==> config.mk <==
export PLATFORM = sky130hd
export DESIGN_NAME = mem_arbiter
export DESIGN_NICKNAME = d
export VERILOG_FILES = /design/src/rtl/mem_arbiter.sv
export SDC_FILE = /design/constraint.sdc
export NUM_CORES = 1
export LEC_CHECK = 0
export BUFFER_PORTS_ARGS = -buffer_cell sky130_fd_sc_hd__buf_2
export CORE_AREA = 2 2 198 103
export CTS_CLUSTER_SIZE = 25
export DETAILED_ROUTE_END_ITERATION = 16
export DIE_AREA = 0 0 200 105
export GPL_TIMING_DRIVEN = 0
export HOLD_SLACK_MARGIN = 0.05
export MAX_ROUTING_LAYER = met4
export SKIP_LAST_GASP = 1
export SLEW_MARGIN = 20
export SYNTH_ARGS = -nofsm -noshare
export SYNTH_HDL_FRONTEND = slang
export SYNTH_SLANG_ARGS = --single-unit
==> constraint.sdc <==
create_clock -name clk -period 1.56 [get_ports clk]
set_clock_uncertainty 0.05 [all_clocks]
set_input_delay 0.234 -clock clk [delete_from_list [all_inputs] [get_ports clk]]
set_output_delay 0.234 -clock clk [all_outputs]
set_load 0.01 [all_outputs]
==> src/rtl/mem_arbiter.sv <==
// Shared memory bus arbiter between instruction fetch and load/store.
// Data has priority; a burst counter lets a waiting fetch through after MAX_DATA_BURST data grants.
module mem_arbiter #(
  parameter int          MAX_DATA_BURST = 2,
  parameter logic [31:0] RESET_DATA     = 32'h0000_0000
) (
  input  logic        clk,
  input  logic        reset,
  input  logic        fetch_req,
  input  logic [31:0] fetch_addr,
  input  logic        fetch_cancel,
  output logic        fetch_ready,
  output logic [31:0] fetch_rdata,
  input  logic        data_req,
  input  logic [31:0] data_addr,
  input  logic        data_we,
  input  logic [3:0]  data_wstrb,
  input  logic [31:0] data_wdata,
  output logic        data_ready,
  output logic [31:0] data_rdata,
  output logic        mem_valid,
  output logic [31:0] mem_addr,
  output logic        mem_we,
  output logic [3:0]  mem_wstrb,
  output logic [31:0] mem_wdata,
  input  logic        mem_ready,
  input  logic [31:0] mem_rdata
);

  localparam logic [3:0] BURST_MAX = 4'(MAX_DATA_BURST);

  typedef enum logic [1:0] {IDLE, BUSY, RESP} state_t;

  typedef struct packed {
    logic [31:0] addr;
    logic        we;
    logic [3:0]  wstrb;
    logic [31:0] wdata;
  } bus_req_t;

  state_t   state, state_nxt;
  logic [3:0] burst_cnt;
  logic     owner_fetch;
  logic     drop;
  logic     fetch_eff, grant_data, grant_fetch, bus_done;
  bus_req_t req_sel;

  always_comb begin
    fetch_eff   = fetch_req && !fetch_cancel;
    grant_data  = data_req && !((burst_cnt == BURST_MAX) && fetch_eff);
    grant_fetch = fetch_eff && !grant_data;
    bus_done    = mem_valid && mem_ready;
    // A fetch never writes; wdata is left as-is since it is meaningless with wstrb=0.
    if (grant_data) req_sel = '{addr: data_addr, we: data_we, wstrb: data_wstrb, wdata: data_wdata};
    else            req_sel = '{addr: fetch_addr, we: 1'b0, wstrb: 4'b0000, wdata: mem_wdata};
  end

  always_ff @(posedge clk) begin
    if (reset) state <= IDLE;
    else       state <= state_nxt;
  end

  always_comb begin
    state_nxt = state;
    case (state)
      IDLE:    if (grant_data || grant_fetch) state_nxt = BUSY;
      BUSY:    if (bus_done) state_nxt = RESP;
      RESP:    state_nxt = IDLE;
      default: state_nxt = IDLE;
    endcase
  end

  always_ff @(posedge clk) begin
    if (reset) begin
      burst_cnt   <= 4'd0;
      owner_fetch <= 1'b0;
      drop        <= 1'b0;
      mem_valid   <= 1'b0;
      mem_addr    <= RESET_DATA;
      mem_we      <= 1'b0;
      mem_wstrb   <= 4'b0000;
      mem_wdata   <= RESET_DATA;
      fetch_ready <= 1'b0;
      fetch_rdata <= RESET_DATA;
      data_ready  <= 1'b0;
      data_rdata  <= RESET_DATA;
    end else begin
      fetch_ready <= 1'b0;
      data_ready  <= 1'b0;
      case (state)
        IDLE: if (grant_data || grant_fetch) begin
          mem_addr    <= req_sel.addr;
          mem_we      <= req_sel.we;
          mem_wstrb   <= req_sel.wstrb;
          mem_wdata   <= req_sel.wdata;
          mem_valid   <= 1'b1;
          owner_fetch <= grant_fetch;
          drop        <= 1'b0;
          if (grant_fetch)                  burst_cnt <= 4'd0;
          else if (burst_cnt != BURST_MAX)  burst_cnt <= burst_cnt + 4'd1;
        end
        BUSY: begin
          if (owner_fetch && fetch_cancel) drop <= 1'b1;
          if (bus_done) begin
            mem_valid <= 1'b0;
            if (owner_fetch) begin
              fetch_rdata <= mem_rdata;
              // A cancel in the completing cycle counts just like an earlier one.
              fetch_ready <= !(drop || fetch_cancel);
            end else begin
              data_rdata <= mem_rdata;
              data_ready <= 1'b1;
            end
          end
        end
        default: ;
      endcase
    end
  end

endmodule

==> results of run 1 <==
-- flip-flops by register name, summed over array words and instances, names as in the netlist, 2 cells and up --
name and cells:
burst_cnt 4, data_rdata 32, fetch_rdata 32, mem_addr 32, mem_wdata 32, mem_wstrb 4
state 2
-- power by group --
group          internal [mW]  total (mW)  switching [mW]
clock                   2.41        4.07            1.66
combinational          0.935        1.94            1.00
sequential              3.87        3.98           0.114
total                   7.21        9.99            2.77
-- synthesized netlist by cell type, drive strengths merged --
library cell	instances
a31o	1
o31ai	1
a21bo	1
nor2b	3
o21ai	37
buf	30
nor3b	1
inv	2
nand2	197
a211oi	32
clkbuf	25
nand2b	1
or3b	2
nor3	2
nand4	1
nor2	45
or3	2
o21a	1
ha	2
a32oi	2
nand4b	1
a21oi	136
dfxtp	144
a22oi	5
nand3	1
or2	2
nor4	1
a21boi	1
-- kinds of logic (layout without fill, tap and decap cells) --
kind of cell	after synthesis	after routing	share of synthesized area, %
AOI/OAI and AO/OA	217	217	22.4
adders and majority gates	2	2	0.458
buffers and inverters	57	489	5.61
DFF	144	144	52.8
and+or+nand+nor	259	259	18.8
-- cell usage in the layout (no fill, tap or decap), types with 4 or more instances in the layout --
cell type | netlist | final
sky130_fd_sc_hd__buf_2 | 17 | 277
sky130_fd_sc_hd__nand2_1 | 197 | 175
sky130_fd_sc_hd__dfxtp_1 | 144 | 139
sky130_fd_sc_hd__a21oi_1 | 135 | 103
sky130_fd_sc_hd__dlygate4sd3_1 | 0 | 102
sky130_fd_sc_hd__nor2_1 | 45 | 42
sky130_fd_sc_hd__a211oi_2 | 0 | 27
sky130_fd_sc_hd__a21oi_2 | 0 | 24
sky130_fd_sc_hd__o21ai_2 | 1 | 22
sky130_fd_sc_hd__clkbuf_16 | 0 | 21
sky130_fd_sc_hd__buf_4 | 3 | 17
sky130_fd_sc_hd__clkbuf_1 | 25 | 15
sky130_fd_sc_hd__nand2_4 | 0 | 13
sky130_fd_sc_hd__buf_8 | 0 | 11
sky130_fd_sc_hd__buf_6 | 8 | 9
sky130_fd_sc_hd__buf_12 | 0 | 9
sky130_fd_sc_hd__nand2_2 | 0 | 9
sky130_fd_sc_hd__a21oi_4 | 1 | 9
sky130_fd_sc_hd__o21ai_1 | 0 | 7
sky130_fd_sc_hd__clkbuf_2 | 0 | 6
sky130_fd_sc_hd__a211oi_1 | 32 | 5
sky130_fd_sc_hd__a22oi_2 | 0 | 5
sky130_fd_sc_hd__dfxtp_2 | 0 | 5
sky130_fd_sc_hd__o21ai_4 | 0 | 4
sky130_fd_sc_hd__o21ai_0 | 36 | 4
sky130_fd_sc_hd__buf_16 | 0 | 4
-- layout make-up --
| class | count | area, um2 | area share, % |
|---|---|---|---|
| clock buffers | 20 | 447 | 4.46 |
| well taps | 266 | 333 | 3.32 |
| repair buffers | 401 | 2820 | 28.2 |
| inverters | 2 | 7.51 | 0.0749 |
| clock inverters | 12 | 134 | 1.34 |
| multi-input cells | 478 | 2930 | 29.2 |
| plain buffers | 54 | 465 | 4.64 |
| flip-flops and latches | 144 | 2890 | 28.8 |
-- per-stage QoR --
stage               util (%)  hold WS (ps)  setup slack [ps]  instances  power, mW
finish                  52.4          79.9              -217       1377       9.99
floorplan                  -           262             -26.4        679       4.69
global placement        37.5           373              -891       1217       5.26
detailed placement      37.5           371              -886       1217       5.28
global route            52.4          81.5              -267       1377       10.4
CTS                     50.1          59.4              -144       1373       9.89
-- per-layer routing --
metal  vias to the layer above  share of wire [%]  GRT usage (%)
met4                         0                1.0           4.66
met5                         -                  0              -
met1                      3046                 47           27.8
met2                       225                 44           31.7
met3                        20                7.6           6.10
li1                       3135                  -              -
-- tightest hold or removal path, cell delays in order --
cell and delay [ps]:
sky130_fd_sc_hd__buf_2 100, sky130_fd_sc_hd__nand2_1 50, sky130_fd_sc_hd__nand2_1 60, sky130_fd_sc_hd__a21oi_1 50
-- worst max path at each step --
stage,start,endpoint,slack (ps),cells after the start
floorplan,burst_cnt[0]$_SDFFE_PP0P_,mem_wdata[12]$_SDFFE_PP0P_,-30,8
global placement,reset,fetch_rdata[6]$_SDFFE_PP0P_,-890,4
detailed placement,reset,data_rdata[31]$_SDFFE_PP0P_,-890,4
CTS,burst_cnt[0]$_SDFFE_PP0P_,mem_wdata[10]$_SDFFE_PP0P_,-140,9
global route,burst_cnt[0]$_SDFFE_PP0P_,mem_addr[13]$_SDFFE_PP0P_,-270,9
finish,burst_cnt[0]$_SDFFE_PP0P_,mem_addr[13]$_SDFFE_PP0P_,-220,9
-- repair_timing --
item,in CTS,in global routing
setup endpoints to repair,137,135
gates cloned,6,4
buffers inserted,18,4
resized for setup,146,94
endpoints found under the hold margin,134,0
hold buffers,102,0
pin swaps,78,29
==> results.md, run 1 <==
* Path class of the lowest-slack min-delay path: input pin to flip-flop
* Cell with the largest stage delay on the worst path: sky130_fd_sc_hd__dfxtp_2
* DPL Wire Length at 15.1 mm
* Total wirelength of the detailed-routed design at 22.9 mm
* Number of CTS-inserted buffers at 17
* Io pins at 275
* Post-route minimum period at 1780 ps
* Cell accounting for the most synthesized area: sky130_fd_sc_hd__dfxtp_1
* Category of the critical setup timing path: flip-flop to flip-flop
* Leakage at 4.36 nW
* Core footprint at 19,100 um2
* Share of the synthesized area in the top cell type at 52.8%
* Critical R2R Launch: burst_cnt[0]$_SDFFE_PP0P_
* Setup repair after global routing missed its margin: yes
* Iter 0 DRT Violations at 226
* Area post-placement at 7170 um2
* Area growth from synthesis to final layout at 83.5%
* Routed wirelength normalized by instance count at 16.6 um
* Number of cells produced by synthesis at 679
* Critical Path, Cell by Cell: inv_2, ha_4, nor3b_4, buf_4, a21boi_4, buf_12, buf_12, a21oi_2, a211oi_2
* Largest net degree at the start of global routing at 17
* Number of inserted diodes at 0
* Fin crit share at 114%
* Max-Cap Viols at 0
* Final Cell Area at 10,000 um2
* Count of filler cells inserted in the layout at 1,816
* Mean instance size in the synthesized netlist at 8.05 um2
* Hold path start: mem_ready
* Starting Density at 28.5%
* Vias after detailed routing at 6,426
* Final setup violation count at 68
* Die Footprint at 21,000 um2
* Setup TNS at -9070 ps
* Achievable Freq at 563 MHz
* CTS tree: built
* Element type at the critical path start: flip-flop
* Worst slew pin tran at 730 ps
* Clock root buffer: sky130_fd_sc_hd__clkbuf_16
* Die Height at 105 um
* Number of cells traversed by the worst hold path at 4
* Vias per Instance at 4.67
* Status: finished, violations left
* DRC Markers at 0
* CTS sink count at 144
* Worst-case headroom to the max-slew limit at 51.3%
* Yosys synthesis warning count at 0
* First-pass DRT Iterations at 5
* Arrival time worst endpoint at 2050 ps
* Number of nets still failing antenna checks after routing at 0
* Crit path buf inv count at 4
* Post-layout nets at 1,239
* Synthesis-stage register bit count at 144
* Combined global-route utilization of all metal layers at 21.0%
* R2R Setup Slk at -220 ps
* First-pass GRT wire length at 33.2 mm
* Critical path fanouts, max at 10
* Insertion delay of the later-clocked pin in the worst-skew pair at 410 ps
* CP required at 1840 ps
* Vias in the first global route at 6,346
* Ratio of total power to cell area at 996 nW/um2
* Terminus of the critical flop-to-flop path: mem_addr[13]$_SDFFE_PP0P_
* Final critical-path setup slack at -217 ps
* Synth unique cells at 34
* Peak supply drop at 696 uV
* Depth of the worst register-to-register path at 9
* Sequential share of the synthesized area at 52.8%
* Layout cell share with drive strength beyond 1 at 45.2%
* Number of antenna violations at the first check in global routing at 0
* Clock H-tree levels at 4
* Largest cells by area after synthesis: sky130_fd_sc_hd__dfxtp_1, sky130_fd_sc_hd__nand2_1, sky130_fd_sc_hd__a21oi_1, sky130_fd_sc_hd__a211oi_1, sky130_fd_sc_hd__o21ai_0
* Hold path endpoint: state[0]$_SDFFE_PP0P_
* Cell repeated most along the worst path: sky130_fd_sc_hd__buf_12
* Endpoint type of the worst setup path: flip-flop
* Family with the most delay on the worst path: compound AO/OA/AOI/OAI gates
* Area of the mapped netlist at 5460 um2
* Standard-cell rows at 36
* Input/output buffers at 272
* Delay contributed by the slowest stage of the critical path at 330 ps
* GR Overflow Total at 0
* Weighted congestion at the end of routability-driven global placement at 0.783
* Synth Net Count at 820
* Clock transition time at the flip-flop clock pins of the worst setup and hold paths at 60 ps
* Maximum number of buffers from clock root to sink at 2
* Failing checks: setup timing
* Horiz. Die Dim at 200 um
* Hold violation count in the final report at 0
* Number of max-slew violations in the final report at 0
Power figures use the tool's default switching activity.
==> run 2, diff against run 1 <==
- RECOVER_POWER: unset -> 50
==> run 2 against run 1 <==
Compared with the run above:
- the run still ends with setup timing left
- worst hold slack worse by 1.9 ps
- sequential share of layout area increased by 0.36 points
- critical path depth did not move
- global-route usage unchanged
- cell count unchanged
- routed wire length rose by 0.32%
- non-clock buffer count is the same
- critical endpoint unchanged
==> results.md, run 2 (synthesis results as in run 1) <==
* Status: finished, violations left
* Failing checks: setup timing
* CTS tree: built
* Category of the critical setup timing path: flip-flop to flip-flop
* Hold path endpoint: state[0]$_SDFFE_PP0P_
* Most common library cell in the layout ignoring fill and taps: sky130_fd_sc_hd__buf_2
* Vias per Instance at 4.66
* Delay contributed by the slowest stage of the critical path at 330 ps
* Final setup violation count at 68
* Maximum number of buffers from clock root to sink at 2
* Standard-cell rows at 36
* Post-route non-filler standard cell count at 1,377
* Vias in the first global route at 6,346
* DPL Wire Length at 15.1 mm
* Number of inserted diodes at 0
* First-pass DRT Iterations at 4
* Number of CTS-inserted buffers at 17
* Area post-placement at 7170 um2
* Hold violation count in the final report at 0
* Hold path start: mem_ready
* Layout cell share with drive strength beyond 1 at 36.4%
* Final Cell Area at 9900 um2
* R2R Setup Slk at -220 ps
* Element type at the critical path start: flip-flop
* Final cell utilization of the core at 51.7%
* Total wirelength of the detailed-routed design at 23.0 mm
* Path class of the lowest-slack min-delay path: input pin to flip-flop
* Number of cells traversed by the worst hold path at 4
* Starting Density at 28.5%
* Combined global-route utilization of all metal layers at 21.0%
* First-pass GRT wire length at 33.2 mm
* Critical path fanouts, max at 10
* Ratio of total power to cell area at 1010 nW/um2
* Horiz. Die Dim at 200 um
* Depth of the worst register-to-register path at 9
* Fin crit share at 114%
* CP required at 1840 ps
* Critical R2R Launch: burst_cnt[0]$_SDFFE_PP0P_
* Clock H-tree levels at 4
* DRC Markers at 0
* Io pins at 275
* Die Footprint at 21,000 um2
* Area growth from synthesis to final layout at 81.3%
* Largest net degree at the start of global routing at 17
* Clock root buffer: sky130_fd_sc_hd__clkbuf_16
* CTS sink count at 144
* Post-layout nets at 1,239
* Achievable Freq at 561 MHz
* Iter 0 DRT Violations at 254
* Cell with the largest stage delay on the worst path: sky130_fd_sc_hd__dfxtp_2
* Count of filler cells inserted in the layout at 1,863
* Power, Total at 9.97 mW
* Number of antenna violations at the first check in global routing at 0
* Routed wirelength normalized by instance count at 16.7 um
* Setup WS pre-CTS at -886 ps
* Leakage at 3.96 nW
* Most frequent cells in the layout: sky130_fd_sc_hd__buf_2, sky130_fd_sc_hd__nand2_1, sky130_fd_sc_hd__dfxtp_1
* GR Overflow Total at 0
* Input/output buffers at 272
* Arrival time worst endpoint at 2060 ps
* Critical Path, Cell by Cell: inv_2, ha_4, nor3b_4, buf_4, a21boi_4, buf_12, buf_12, a21oi_2, a211oi_2
* Endpoint type of the worst setup path: flip-flop
* Core footprint at 19,100 um2
* Insertion delay of the later-clocked pin in the worst-skew pair at 410 ps
* Peak supply drop at 699 uV
* Max-Cap Viols at 0
* Clock transition time at the flip-flop clock pins of the worst setup and hold paths at 60 ps
* Post-route minimum period at 1780 ps
* Vias after detailed routing at 6,417
* Number of max-slew violations in the final report at 0
* Die Height at 105 um
* Number of nets still failing antenna checks after routing at 0
* Weighted congestion at the end of routability-driven global placement at 0.783
* Cell repeated most along the worst path: sky130_fd_sc_hd__buf_12
* Worst slew pin tran at 729 ps
* Inst Count DP at 1,217
* Terminus of the critical flop-to-flop path: mem_addr[13]$_SDFFE_PP0P_
* Worst-case headroom to the max-slew limit at 51.4%
* Setup repair after global routing missed its margin: yes
* Final critical-path setup slack at -222 ps
-- run 2: cell types whose count changed in the layout (fill, tap and decap cells not counted) --
cell	delta
sky130_fd_sc_hd__buf_2	-98
sky130_fd_sc_hd__clkbuf_1	+98
-- run 2: how the worst max path moves through the flow --
| stage | to | from |
|---|---|---|
| after detailed placement | data_rdata[31]$_SDFFE_PP0P_ | reset |
| after CTS | mem_wdata[10]$_SDFFE_PP0P_ | burst_cnt[0]$_SDFFE_PP0P_ |
| after global placement | fetch_rdata[6]$_SDFFE_PP0P_ | reset |
| after global routing | mem_addr[13]$_SDFFE_PP0P_ | burst_cnt[0]$_SDFFE_PP0P_ |
| final | mem_addr[13]$_SDFFE_PP0P_ | burst_cnt[0]$_SDFFE_PP0P_ |
| after floorplan | mem_wdata[12]$_SDFFE_PP0P_ | burst_cnt[0]$_SDFFE_PP0P_ |
-- run 2: metal layers --
metal / vias up / track usage (%) / routed length (um)
met4: 0 / 4.66 / 234
met2: 227 / 31.7 / 10200
met5: - / - / 0
li1: 3131 / - / -
met1: 3039 / 27.8 / 10800
met3: 20 / 6.10 / 1700
-- run 2: what timing repair did --
action	in CTS	in global routing
cloned	6	4
endpoints found under the setup margin	137	135
resized for setup	146	94
pin swaps	78	29
hold endpoints to repair	134	0
hold buffers	102	0
setup buffers	18	4
-- run 2: through the flow --
step / hold WS, ps / TNS [ps]
CTS: 59.4 / -7370
finish: 78.0 / -8930
global placement: 373 / -63010
global route: 81.5 / -13500
detailed placement: 371 / -64370
floorplan: 262 / -762
-- run 2: worst max-delay path, delay by kind of cell, from the launching register on --
kind	cells	cell delay, ps
AOI/OAI and AO/OA	3	510
buffers and inverters	4	490
DFF	1	330
adders and majority gates	1	150
and+or+nand+nor	1	150
-- run 2: cell type report --
class / instances / area, um2 / area share [%]
clock inverters: 12 / 134 / 1.35
plain buffers: 54 / 465 / 4.70
clock buffers: 20 / 447 / 4.51
inverters: 2 / 7.51 / 0.0758
multi-input cells: 478 / 2930 / 29.6
repair buffers: 401 / 2700 / 27.3
flip-flops and latches: 144 / 2890 / 29.2
well taps: 266 / 333 / 3.36
-- run 2: where the power goes --
part / total (mW) / internal, mW / switching [mW]
combinational: 1.91 / 0.901 / 1.00
sequential: 3.99 / 3.87 / 0.119
clock: 4.08 / 2.41 / 1.67
